===== config.mk =====
export PLATFORM = sky130hd
export DESIGN_NAME = mem_rd_arbiter_flat
export DESIGN_NICKNAME = d
export VERILOG_FILES = /design/src/rtl/mem_rd_arbiter_if.sv /design/src/rtl/mem_rd_arbiter.sv /design/src/flat_wrapper.sv
export SDC_FILE = /design/constraint.sdc
export NUM_CORES = 1
export LEC_CHECK = 0
export ABC_AREA = 1
export CORE_AREA = 2 2 154 156
export CTS_BUF_LIST = sky130_fd_sc_hd__clkbuf_16
export CTS_CLUSTER_DIAMETER = 120
export CTS_CLUSTER_SIZE = 28
export DETAILED_ROUTE_END_ITERATION = 10
export DIE_AREA = 0 0 156 158
export HOLD_SLACK_MARGIN = 0.12
export PLACE_DENSITY = 0.75
export SYNTH_ARGS = -nofsm -noshare
export SYNTH_HDL_FRONTEND = slang
export SYNTH_SLANG_ARGS = --single-unit

===== constraint.sdc =====
create_clock -name ACLK -period 1.84 [get_ports ACLK]
set_clock_uncertainty 0.05 [all_clocks]
set_input_delay 0.276 -clock ACLK [delete_from_list [all_inputs] [get_ports ACLK]]
set_output_delay 0.276 -clock ACLK [all_outputs]
set_load 0.02 [all_outputs]

===== src/rtl/mem_rd_arbiter_if.sv =====
// mem_rd_arbiter_if: IF/MEM requester ports and AXI4-Lite read channel of the read arbiter
interface mem_rd_arbiter_if #(
    parameter int ADDR_W = 64,
    parameter int DATA_W = 64
);
    logic              if_en;
    logic [ADDR_W-1:0] if_addr;
    logic              if_valid;
    logic [DATA_W-1:0] if_rdata;
    logic              mem_en;
    logic [ADDR_W-1:0] mem_addr;
    logic              mem_valid;
    logic [DATA_W-1:0] mem_rdata;
    logic [ADDR_W-1:0] m_araddr;
    logic              m_arvalid;
    logic              m_arready;
    logic [DATA_W-1:0] m_rdata;
    logic [1:0]        m_rresp;
    logic              m_rvalid;
    logic              m_rready;
    logic              busy;
    logic              err;

    modport slave (
        input  if_en, if_addr, mem_en, mem_addr, m_arready, m_rdata, m_rresp, m_rvalid,
        output if_valid, if_rdata, mem_valid, mem_rdata, m_araddr, m_arvalid, m_rready, busy, err
    );

    modport master (
        output if_en, if_addr, mem_en, mem_addr, m_arready, m_rdata, m_rresp, m_rvalid,
        input  if_valid, if_rdata, mem_valid, mem_rdata, m_araddr, m_arvalid, m_rready, busy, err
    );
endinterface


===== src/rtl/mem_rd_arbiter.sv =====
// mem_rd_arbiter: shares one AXI4-Lite read port between IF and MEM, one transaction in flight
// Define ARB_RR_EN for round-robin on simultaneous requests; otherwise MEM has fixed priority.
module mem_rd_arbiter #(
    parameter int ADDR_W = 64,
    parameter int DATA_W = 64
) (
    input logic             ACLK,
    input logic             ARESETn,
    mem_rd_arbiter_if.slave bus
);
    typedef enum logic [1:0] {IDLE, AR, R} state_t;
    localparam logic G_IF  = 1'b0;
    localparam logic G_MEM = 1'b1;

    state_t            state, state_nxt;
    logic              grant, last_grant, grant_nxt;
    logic              if_req, mem_req, done;
    logic [ADDR_W-1:0] addr_q;
    logic [DATA_W-1:0] if_rdata_q, mem_rdata_q;
    logic              if_valid_q, mem_valid_q, err_q;

    // a requester still showing its valid pulse is dropping en and must not be re-served
    assign if_req  = bus.if_en & ~if_valid_q;
    assign mem_req = bus.mem_en & ~mem_valid_q;
    assign done    = (state == R) & bus.m_rvalid;

`ifdef ARB_RR_EN
    assign grant_nxt = (if_req & mem_req) ? ~last_grant : mem_req;
`else
    // MEM always wins; last_grant is tracked but does not steer the choice
    assign grant_nxt = (if_req & mem_req) ? (G_MEM | last_grant) : mem_req;
`endif

    // state register
    always_ff @(posedge ACLK or negedge ARESETn) begin
        if (!ARESETn) state <= IDLE;
        else          state <= state_nxt;
    end

    // next-state: AR holds until arready, R holds until rvalid
    always_comb begin
        state_nxt = state;
        unique case (state)
            IDLE:    state_nxt = (if_req | mem_req) ? AR : IDLE;
            AR:      state_nxt = bus.m_arready ? R : AR;
            R:       state_nxt = bus.m_rvalid ? IDLE : R;
            default: state_nxt = IDLE;
        endcase
    end

    // bus handshakes decode from registered state only
    always_comb begin
        bus.m_arvalid = (state == AR);
        bus.m_rready  = (state == R);
        bus.busy      = (state != IDLE);
    end

    // grant/address latch, data capture, valid pulses and sticky error
    always_ff @(posedge ACLK or negedge ARESETn) begin
        if (!ARESETn) begin
            grant       <= G_MEM;
            last_grant  <= G_MEM;
            addr_q      <= '0;
            if_rdata_q  <= '0;
            mem_rdata_q <= '0;
            if_valid_q  <= 1'b0;
            mem_valid_q <= 1'b0;
            err_q       <= 1'b0;
        end else begin
            if_valid_q  <= 1'b0;
            mem_valid_q <= 1'b0;
            if (state == IDLE && (if_req | mem_req)) begin
                grant  <= grant_nxt;
                addr_q <= (grant_nxt == G_MEM) ? bus.mem_addr : bus.if_addr;
            end
            if (done) begin
                last_grant <= grant;
                err_q      <= err_q | (bus.m_rresp != 2'b00);
                if (grant == G_MEM) begin
                    mem_rdata_q <= bus.m_rdata;
                    mem_valid_q <= bus.mem_en;
                end else begin
                    if_rdata_q <= bus.m_rdata;
                    if_valid_q <= bus.if_en;
                end
            end
        end
    end

    assign bus.m_araddr  = addr_q;
    assign bus.if_rdata  = if_rdata_q;
    assign bus.mem_rdata = mem_rdata_q;
    assign bus.if_valid  = if_valid_q;
    assign bus.mem_valid = mem_valid_q;
    assign bus.err       = err_q;
endmodule


===== src/flat_wrapper.sv =====
// flat-port wrapper written by rule: the top's interface ports become plain ports
module mem_rd_arbiter_flat 
#(
    parameter int ADDR_W = 64,
    parameter int DATA_W = 64
)
  (ACLK, ARESETn, bus_if_en, bus_if_addr, bus_mem_en, bus_mem_addr, bus_m_arready, bus_m_rdata, bus_m_rresp, bus_m_rvalid, bus_if_valid, bus_if_rdata, bus_mem_valid, bus_mem_rdata, bus_m_araddr, bus_m_arvalid, bus_m_rready, bus_busy, bus_err);
  mem_rd_arbiter_if #(.ADDR_W(ADDR_W), .DATA_W(DATA_W)) bus_i ();
  input logic ACLK;
  input logic ARESETn;
  input wire logic [$bits(bus_i.if_en)-1:0] bus_if_en;
  input wire logic [$bits(bus_i.if_addr)-1:0] bus_if_addr;
  input wire logic [$bits(bus_i.mem_en)-1:0] bus_mem_en;
  input wire logic [$bits(bus_i.mem_addr)-1:0] bus_mem_addr;
  input wire logic [$bits(bus_i.m_arready)-1:0] bus_m_arready;
  input wire logic [$bits(bus_i.m_rdata)-1:0] bus_m_rdata;
  input wire logic [$bits(bus_i.m_rresp)-1:0] bus_m_rresp;
  input wire logic [$bits(bus_i.m_rvalid)-1:0] bus_m_rvalid;
  output wire logic [$bits(bus_i.if_valid)-1:0] bus_if_valid;
  output wire logic [$bits(bus_i.if_rdata)-1:0] bus_if_rdata;
  output wire logic [$bits(bus_i.mem_valid)-1:0] bus_mem_valid;
  output wire logic [$bits(bus_i.mem_rdata)-1:0] bus_mem_rdata;
  output wire logic [$bits(bus_i.m_araddr)-1:0] bus_m_araddr;
  output wire logic [$bits(bus_i.m_arvalid)-1:0] bus_m_arvalid;
  output wire logic [$bits(bus_i.m_rready)-1:0] bus_m_rready;
  output wire logic [$bits(bus_i.busy)-1:0] bus_busy;
  output wire logic [$bits(bus_i.err)-1:0] bus_err;
  assign bus_i.if_en = bus_if_en;
  assign bus_i.if_addr = bus_if_addr;
  assign bus_i.mem_en = bus_mem_en;
  assign bus_i.mem_addr = bus_mem_addr;
  assign bus_i.m_arready = bus_m_arready;
  assign bus_i.m_rdata = bus_m_rdata;
  assign bus_i.m_rresp = bus_m_rresp;
  assign bus_i.m_rvalid = bus_m_rvalid;
  assign bus_if_valid = bus_i.if_valid;
  assign bus_if_rdata = bus_i.if_rdata;
  assign bus_mem_valid = bus_i.mem_valid;
  assign bus_mem_rdata = bus_i.mem_rdata;
  assign bus_m_araddr = bus_i.m_araddr;
  assign bus_m_arvalid = bus_i.m_arvalid;
  assign bus_m_rready = bus_i.m_rready;
  assign bus_busy = bus_i.busy;
  assign bus_err = bus_i.err;
  mem_rd_arbiter #(.ADDR_W(ADDR_W), .DATA_W(DATA_W)) u_core (.ACLK(ACLK), .ARESETn(ARESETn), .bus(bus_i));
endmodule

==> results of run 1 <==
[per-stage QoR]
stage	instances	util	area, µm²	worst slack [ps]
after floorplan	1089	-	8840	545
after global placement	1718	0.568	13100	218
after detailed placement	1718	0.568	13100	163
after CTS	1752	0.597	13800	7.76
after global routing	1752	0.597	13800	5.01
final	1752	0.597	13800	57.2
[kinds of logic after synthesis]
group | count (synthesis)
flip-flops | 198
AO/OA/AOI/OAI | 3
buffers and inverters | 99
AND/OR/NAND/NOR | 789
[final timing paths]
path,cells after the start,slack (ps),endpoint
max in group asynchronous,3,810,u_core.bus.m_araddr[19]$_DFFE_PN0P_
worst max-delay path,1,60,bus_mem_valid
worst min register to register,2,420,u_core.bus.if_rdata[39]$_DFFE_PN0P_
worst min-delay path,3,190,u_core.bus.if_rdata[42]$_DFFE_PN0P_
worst max register to register,6,260,u_core.bus.mem_rdata[4]$_DFFE_PN0P_
min in group asynchronous,2,280,u_core.bus.m_araddr[27]$_DFFE_PN0P_
[sequential cells by signal, summed over array words and instances, names as in the netlist]
register / cells
u_core.bus.if_rdata: 64
u_core.bus.m_araddr: 64
u_core.bus.mem_rdata: 64
u_core.state: 2
u_core.bus.err: 1
u_core.bus.if_valid: 1
u_core.bus.mem_valid: 1
u_core.grant: 1
[cell type report]
| type | instances | area (µm²) | area share |
|---|---|---|---|
| Clock inverter | 15 | 226 | 0.0164 |
| Inverter | 8 | 30.0 | 0.00218 |
| Timing Repair Buffer | 432 | 4350 | 0.316 |
| Tap cell | 290 | 363 | 0.0263 |
| Sequential cell | 198 | 4960 | 0.360 |
| Multi-Input combinational cell | 792 | 3420 | 0.248 |
| Clock buffer | 17 | 425 | 0.0309 |
[power groups by stage]
| stage | logic (µW) | clock network [µW] | registers [µW] |
|---|---|---|---|
| after floorplan | 3440 | 0 | 9830 |
| after global placement | 11600 | 0 | 7450 |
| after detailed placement | 11800 | 0 | 7490 |
| after CTS | 11800 | 4190 | 7460 |
| after global routing | 12600 | 4370 | 7700 |
| final | 11700 | 4100 | 7460 |
[routing by layer]
| layer | share of wire | track usage |
|---|---|---|
| met5 | 0 | 0 |
| met2 | 0.48 | 0.402 |
| met3 | 0.089 | 0.0783 |
| met4 | 0.034 | 0.0935 |
| met1 | 0.39 | 0.297 |
[repair_timing]
action,in CTS,in global routing
endpoints found under the setup margin,4,7
endpoints found under the hold margin,109,0
gates resized for setup,5,8
gates cloned,0,0
setup buffers,0,0
hold buffers,2,0
[tightest hold or removal path: stages]
cell	delay, ps
buf_4	190
nand4_1	110
nand2_1	50
[layout by cell type, fill, tap and decap left out, types with 5 or more instances in the layout]
master             n
nor2_1             5
buf_4             25
nand4_1          128
dfrtp_1          196
nand3_1           64
inv_1              5
buf_12             9
nand2_1          585
clkdlybuf4s50_1  386
clkbuf_16         17
==> impl_metrics.py, run 1 <==
metrics = {
    "synth": {
        "yosys_register_bits": 198,
        "syn_avg_cell_area_um2": 8.12,
        "synth_mux_area_frac": 0,
        "yosys_warnings": 0,
        "yosys.area_share.simple": 0.382,
        "synthCells": 1089,
        "synthFlopType": "dfrtp_1",
        "yosysMostFrequentCell": "nand2_1",
        "async_flop_share": 1.00,
        "synth-seq-area-share": 0.561,
        "yosysTopAreaCell": "dfrtp_1",
        "synth_area_um2": 8840,
        "synth_adder_area_share": 0,
        "yosys-top-cells-count": "587 x nand2_1, 197 x dfrtp_1, 128 x nand4_1",
        "synth_top_family_by_area": "simple AND/OR/NAND/NOR gates",
        "synth.distinct_cells": 18,
        "synth_compound_area_frac": 0.00227,
        "synth_xor_area_frac": 0,
        "synth_area_leaders": "dfrtp_1 56%, nand2_1 25%, nand4_1 9.1%, nand3_1 3.7%, buf_2 3.3%",
        "netlist.area_leader.share": 0.558,
        "synth_edf_count": 0,
        "syn-num-nets": 1289,
    },
    "timing": {
        "finalCritPeriodShare": 0.969,
        "fin_tns_setup_ps": 0,
        "setup_violations": 0,
        "worstMarginPinSlew_ps": 548,
        "slew_headroom": 0.634,
        "hold_ws_ps": 188,
        "rsz0062_at_grt": "false",
        "hold_viol": 0,
        "fmax_mhz": 561,
        "slew_viol_final": 0,
        "min_period_ps": 1780,
    },
    "min_path": {
        "min_path_type": "input pin to flip-flop",
        "hp-start": "bus_m_rvalid",
    },
    "placement": {
        "dp_hpwl_mm": 22.1,
        "globalplace.congestion": 0.840,
        "portBuffers": 397,
    },
    "pwr": {
        "power.total_uw": 23300,
        "p_leak_uw": 0.00682,
        "clockPowerShare": 0.176,
        "p_sw_uw": 9740,
        "p_int_uw": 13500,
        "combinationalPowerShare": 0.503,
        "swShare": 0.419,
        "powerDensity_nw_per_um2": 1690,
        "ir_drop_mv": 1.06,
        "pwr-share-seq": 0.321,
    },
    "setup_path": {
        "cp.arrival_ps": 1460,
        "cp-start-kind": "flip-flop",
        "critPathMaxStageDelay_ps": 650,
        "path_max_fanout": 3,
        "crit_path_start": "u_core.bus.mem_valid$_DFF_PN0_",
        "worstPathCellList": "clkdlybuf4s50_1",
        "critical_path_class": "flip-flop to output pin",
        "end_kind": "output pin",
        "reg2reg_from": "u_core.state[0]$_DFF_PN0_",
        "cp_slowest_cell": "clkdlybuf4s50_1",
        "required_ps": 1510,
        "cp_top_family": "buffers and inverters",
        "path_buf_inv": 1,
    },
    "clock_network": {
        "clock_latency_ps": 430,
        "cts_tree": "yes",
        "clock_path_buffers": 2,
        "cts_made_buffers": 17,
        "ctsRootBufferMaster": "clkbuf_16",
        "h-tree-depth": 4,
        "clk_pin_slew_ps": 80,
        "cts_sinks": 198,
    },
    "route": {
        "wirelength_mm": 30.8,
        "viasPerCell": 5.06,
        "firstDrtPassIters": 5,
        "drc": 0,
        "drt_iter0_markers": 669,
        "vias": 8866,
        "ant_nets": 0,
        "wire_per_inst_um": 17.6,
    },
    "global_routing": {
        "grt_pass1_wl_mm": 46.7,
        "grt_usage": 0.243,
        "grt_overflow": 0,
        "antenna_found_initial": 0,
        "grt_pass1_vias": 8422,
        "grt_max_degree": 66,
    },
    "die": {
        "die_h_um": 158,
        "dieArea_um2": 24600,
        "num_io_pins": 398,
        "core_region_area_um2": 23100,
        "initial_utilization": 0.383,
        "die-width_um": 156,
        "num_rows": 56,
    },
    "job": {
        "cap_violations": 0,
    },
    "finish": {
        "fillCellCount": 2024,
        "drive_gt1_frac": 0.0547,
        "antenna_cells": 0,
        "nets": 1649,
        "syn_to_final_growth_pct": 55.8,
    },
    "status": {
        "status": "finished clean",
    },
}
(Power assumes the default switching activity.)
==> inputs of run 2 (changes only) <==
--- a/config.mk
+++ b/config.mk
@@ -5,15 +5,13 @@
 export SDC_FILE = /design/constraint.sdc
 export NUM_CORES = 1
 export LEC_CHECK = 0
-export ABC_AREA = 1
-export CORE_AREA = 2 2 154 156
+export ABC_AREA = 0
+export CORE_UTILIZATION = 39
 export CTS_BUF_LIST = sky130_fd_sc_hd__clkbuf_16
-export CTS_CLUSTER_DIAMETER = 120
 export CTS_CLUSTER_SIZE = 28
 export DETAILED_ROUTE_END_ITERATION = 10
-export DIE_AREA = 0 0 156 158
 export HOLD_SLACK_MARGIN = 0.12
-export PLACE_DENSITY = 0.75
+export PLACE_DENSITY = 0.76
 export SYNTH_ARGS = -nofsm -noshare
 export SYNTH_HDL_FRONTEND = slang
 export SYNTH_SLANG_ARGS = --single-unit
==> impl_metrics.py, run 2 <==
metrics = {
    "pwr": {
        "p_leak_uw": 0.00628,
        "ir_drop_mv": 0.874,
        "powerDensity_nw_per_um2": 1720,
    },
    "min_path": {
        "min_path_type": "input pin to asynchronous set/reset pin",
    },
    "synth": {
        "netlist.area_leader.share": 0.553,
        "synth-seq-area-share": 0.556,
        "synthCells": 505,
        "synth.distinct_cells": 23,
        "yosysMostFrequentCell": "dfrtp_1",
        "syn-num-nets": 705,
        "yosys-top-cells-count": "197 x dfrtp_1, 169 x mux2_4, 61 x mux2_2",
        "async_flop_share": 1.00,
        "yosysTopAreaCell": "dfrtp_1",
        "synth_area_leaders": "dfrtp_1 55%, mux2_4 28%, mux2_2 7.7%, mux2_1 3.3%, buf_6 1.5%",
        "synthFlopType": "dfrtp_1",
        "yosys_warnings": 0,
        "yosys_register_bits": 198,
        "syn_avg_cell_area_um2": 17.7,
        "synth_area_um2": 8920,
        "synth_edf_count": 0,
    },
    "timing": {
        "min_period_ps": 1790,
        "fmax_mhz": 559,
        "slew_viol_final": 0,
        "finalCritPeriodShare": 0.971,
        "worstMarginPinSlew_ps": 388,
        "setup_violations": 0,
        "fin_tns_setup_ps": 0,
        "hold_viol": 0,
        "rsz0062_at_grt": "false",
        "slew_headroom": 0.741,
    },
    "setup_path": {
        "required_ps": 1510,
        "cp_top_family": "buffers and inverters",
        "critPathMaxStageDelay_ps": 660,
        "end_kind": "output pin",
        "cp.arrival_ps": 1460,
        "path_max_fanout": 2,
        "path_buf_inv": 1,
        "cp-start-kind": "flip-flop",
        "worstPathCellList": "clkdlybuf4s50_1",
        "cp_slowest_cell": "clkdlybuf4s50_1",
        "critical_path_class": "flip-flop to output pin",
    },
    "clock_network": {
        "h-tree-depth": 4,
        "clock_path_buffers": 2,
        "clk_pin_slew_ps": 80,
        "clock_latency_ps": 430,
        "ctsRootBufferMaster": "clkbuf_16",
        "cts_tree": "yes",
        "cts_made_buffers": 17,
        "cts_sinks": 198,
    },
    "route": {
        "drt_iter0_markers": 165,
        "ant_nets": 0,
        "wirelength_mm": 23.6,
        "firstDrtPassIters": 4,
        "viasPerCell": 4.73,
        "wire_per_inst_um": 19.4,
        "drc": 0,
        "vias": 5759,
    },
    "job": {
        "cap_violations": 0,
    },
    "placement": {
        "place_area_um2": 13300,
        "dp_hpwl_mm": 18.0,
        "globalplace.congestion": 0.772,
        "portBuffers": 397,
    },
    "global_routing": {
        "antenna_found_initial": 2,
        "grt_pass1_vias": 6524,
        "grt_overflow": 0,
        "grt_pass1_wl_mm": 36.8,
        "grt_usage": 0.207,
        "grt_max_degree": 51,
    },
    "finish": {
        "layout_common_cells": "392 x clkdlybuf4s50_1, 197 x dfrtp_1, 169 x mux2_4",
        "syn_to_final_growth_pct": 56.0,
        "fin_area_um2": 13900,
        "final_common_cell": "clkdlybuf4s50_1",
        "drive_gt1_frac": 0.318,
        "nets": 1121,
    },
    "die": {
        "dieArea_um2": 23500,
        "die_h_um": 153,
        "num_io_pins": 398,
        "core_region_area_um2": 22100,
        "num_rows": 54,
        "die-width_um": 153,
        "initial_utilization": 0.404,
    },
    "status": {
        "status": "finished clean",
    },
}
==> run 2: changes by cell type in the layout (fill, tap and decap cells not counted), sizes merged, moves of 3 or more <==
cell,change
buf,-8
bufinv,-3
clkdlybuf4s50,+6
diode,+3
dlymetal6s2s,-4
mux2,+256
nand2,-586
nand3,-65
nand4,-128
nor2,-3
nor2b,+3
==> run 2: area by class of cell <==
| type | instances | area (µm²) |
|---|---|---|
| fillers | 1655 | 8180 |
| flip-flops and latches | 198 | 4960 |
| repair buffers | 425 | 4330 |
| multi-input cells | 275 | 3670 |
| clock buffers | 17 | 425 |
| well taps | 280 | 350 |
| clock inverters | 15 | 158 |
| inverters | 4 | 15.0 |
| diodes | 3 | 7.51 |
==> run 2: cells by family (layout without fill, tap and decap cells) <==
kind of cell,count (synthesis),in the layout,share of synthesized area
buffers and inverters,32,461,0.0379
flip-flops,198,198,0.556
other,0,3,0
AND/OR/NAND/NOR,14,14,0.00828
multiplexers,256,256,0.394
AO/OA/AOI/OAI,5,5,0.00407
==> run 2: worst paths after layout <==
kind                                                           from                                  to  slack (ps)  cells after the start
worst min-delay path                                        ARESETn  u_core.bus.m_araddr[6]$_DFFE_PN0P_         300                      2
worst max register to register            u_core.state[0]$_DFF_PN0_  u_core.bus.if_rdata[0]$_DFFE_PN0P_         190                      4
worst min register to register           u_core.bus.err$_DFFE_PN0P_          u_core.bus.err$_DFFE_PN0P_         430                      1
min in group ACLK                                         bus_if_en       u_core.bus.if_valid$_DFF_PN0_         390                      2
worst max-delay path            u_core.bus.m_araddr[27]$_DFFE_PN0P_                    bus_m_araddr[27]          50                      1
max in group asynchronous                                   ARESETn            u_core.grant$_DFFE_PN1P_         800                      3
==> run 2: timing repair <==
action | 4_1_cts | 5_1_grt
cloned | 0 | 0
setup endpoints to repair | 4 | 2
resized for setup | 8 | 2
setup buffers | 0 | 0
hold buffers | 1 | 0
hold endpoints to repair | 101 | 0
==> run 2: power breakdown <==
group	switching, µW	internal (µW)
clock network	1850	1820
registers	1230	6510
logic	5370	7150
total	8450	15500
==> run 2: per-layer routing <==
layer / global-route usage / wire length, µm / vias to the layer above / share of wire
met1: 0.233 / 9110 / 2836 / 0.39
met5: 0 / 0 / - / 0
met4: 0.0856 / 620 / 0 / 0.026
met3: 0.0615 / 1760 / 35 / 0.074
li1: - / - / 2631 / -
met2: 0.364 / 12100 / 257 / 0.51
==> run 2: through the flow <==
step                total power, µW  hold slack (ps)  worst slack (ps)  utilization  std cells
floorplan                     14500            -69.6               203            -        505
global placement              20200              194              -200        0.603       1181
detailed placement            20400              198              -206        0.603       1181
CTS                           24200              304              2.13        0.630       1214
global route                  25100              318              5.11        0.630       1216
finish                        23900              302              52.6        0.630       1217
==> inputs of run 3 (changes only) <==
--- a/config.mk
+++ b/config.mk
@@ -8,10 +8,11 @@
 export ABC_AREA = 0
 export CORE_UTILIZATION = 39
 export CTS_BUF_LIST = sky130_fd_sc_hd__clkbuf_16
-export CTS_CLUSTER_SIZE = 28
+export CTS_CLUSTER_SIZE = 24
 export DETAILED_ROUTE_END_ITERATION = 10
 export HOLD_SLACK_MARGIN = 0.12
 export PLACE_DENSITY = 0.76
+export SKIP_LAST_GASP = 1
 export SYNTH_ARGS = -nofsm -noshare
 export SYNTH_HDL_FRONTEND = slang
 export SYNTH_SLANG_ARGS = --single-unit
==> impl_metrics.py, run 3 (synthesis gave the netlist of run 2 again) <==
metrics = {
    "finish": {
        "final_core_utilization": 0.630,
        "layout_common_cells": "392 x clkdlybuf4s50_1, 197 x dfrtp_1, 169 x mux2_4",
        "nets": 1121,
        "multi_input_area_um2": 3670,
        "fin_area_um2": 13900,
        "fillCellCount": 1657,
        "final_common_cell": "clkdlybuf4s50_1",
        "syn_to_final_growth_pct": 55.9,
        "drive_gt1_frac": 0.318,
        "seqCellArea_um2": 4960,
    },
    "clock_network": {
        "h-tree-depth": 4,
        "clk_pin_slew_ps": 80,
        "cts_tree": "yes",
        "ctsRootBufferMaster": "clkbuf_16",
        "clock_path_buffers": 2,
        "cts_setup_buffers": 0,
        "cts_made_buffers": 17,
        "cts_sinks": 198,
        "clock_latency_ps": 430,
    },
    "pwr": {
        "clockPowerShare": 0.153,
        "swShare": 0.353,
        "pwr-share-seq": 0.323,
        "p_sw_uw": 8450,
        "p_leak_uw": 0.00628,
        "combinationalPowerShare": 0.523,
        "p_int_uw": 15500,
        "powerDensity_nw_per_um2": 1720,
        "ir_drop_mv": 0.874,
    },
    "setup_path": {
        "cp_top_family": "buffers and inverters",
        "cp-start-kind": "flip-flop",
        "reg2reg_depth": 4,
        "critPathMaxStageDelay_ps": 660,
        "end_kind": "output pin",
        "required_ps": 1510,
        "crit_cells": 1,
        "critical_path_class": "flip-flop to output pin",
        "path_buf_inv": 1,
        "cp.arrival_ps": 1460,
        "path_max_fanout": 2,
        "worstPathCellList": "clkdlybuf4s50_1",
        "cp_slowest_cell": "clkdlybuf4s50_1",
    },
    "global_routing": {
        "grt_pass1_vias": 6524,
        "grt_max_degree": 51,
        "antenna_found_initial": 2,
        "grt_overflow": 0,
        "grt_usage": 0.207,
        "grt_pass1_wl_mm": 36.8,
    },
    "placement": {
        "place_area_um2": 13300,
        "dp_hpwl_mm": 18.0,
        "portBuffers": 397,
        "globalplace.congestion": 0.772,
    },
    "die": {
        "num_rows": 54,
        "dieArea_um2": 23500,
        "initial_utilization": 0.404,
        "die_h_um": 153,
        "core_region_area_um2": 22100,
        "num_io_pins": 398,
        "die-width_um": 153,
    },
    "timing": {
        "slew_viol_final": 0,
        "fin_tns_setup_ps": 0,
        "slew_headroom": 0.741,
        "min_period_ps": 1790,
        "hold_ws_ps": 302,
        "worstMarginPinSlew_ps": 388,
        "hold_viol": 0,
        "fmax_mhz": 559,
        "setup_violations": 0,
        "finalCritPeriodShare": 0.971,
        "rsz0062_at_grt": "false",
    },
    "min_path": {
        "min_path_type": "input pin to asynchronous set/reset pin",
    },
    "route": {
        "drt_iter0_markers": 165,
        "firstDrtPassIters": 4,
        "ant_nets": 0,
        "viasPerCell": 4.73,
        "drc": 0,
        "wirelength_mm": 23.6,
        "vias": 5759,
        "wire_per_inst_um": 19.4,
    },
    "job": {
        "cap_violations": 0,
    },
    "status": {
        "status": "finished clean",
    },
}
## run 3: per-stage QoR
step | setup WS, ps | power [µW] | instances
final | 52.6 | 23900 | 1217
after global routing | 5.14 | 25000 | 1216
after CTS | -30.9 | 24200 | 1214
after detailed placement | -206 | 20400 | 1181
after global placement | -200 | 20200 | 1181
after floorplan | 203 | 14500 | 505
## run 3: worst paths after layout
| check | start | end | slack (ps) |
|---|---|---|---|
| min | ARESETn | u_core.bus.m_araddr[6]$_DFFE_PN0P_ | 300 |
| max in group asynchronous | ARESETn | u_core.grant$_DFFE_PN1P_ | 800 |
| max | u_core.bus.m_araddr[27]$_DFFE_PN0P_ | bus_m_araddr[27] | 50 |
| min in group ACLK | bus_if_en | u_core.bus.if_valid$_DFF_PN0_ | 390 |
| min reg2reg | u_core.bus.err$_DFFE_PN0P_ | u_core.bus.err$_DFFE_PN0P_ | 430 |
| max reg2reg | u_core.state[0]$_DFF_PN0_ | u_core.bus.if_rdata[0]$_DFFE_PN0P_ | 190 |
## run 3: area by class of cell
type / instances / area share
clock buffer: 17 / 0.0306
clock inverter: 15 / 0.0113
inverter: 4 / 0.00108
sequential: 198 / 0.356
antenna: 3 / 0.000540
multi-input combinational: 275 / 0.264
timing repair buffer: 425 / 0.311
tap: 280 / 0.0252
## run 3: layer usage
metal	up-vias	global-route usage	part of all wire
met5	-	0	0
met4	0	0.0856	0.026
met1	2836	0.233	0.39
met3	35	0.0615	0.074
met2	257	0.364	0.51
li1	2631	-	-
## run 3: power by group through the flow
stage          registers, µW  logic, µW  clock network, µW
3_3_place_gp            7740      12500                  0
2_1_floorplan          10200       4210                  0
6_report                7740      12500               3670
5_1_grt                 8020      13100               3940
3_5_place_dp            7750      12700                  0
4_1_cts                 7740      12700               3790
## run 3: repair_timing
action | in CTS | in global routing
setup endpoints to repair | 4 | 3
resized for setup | 6 | 4
hold endpoints to repair | 101 | 0
hold buffers | 1 | 0
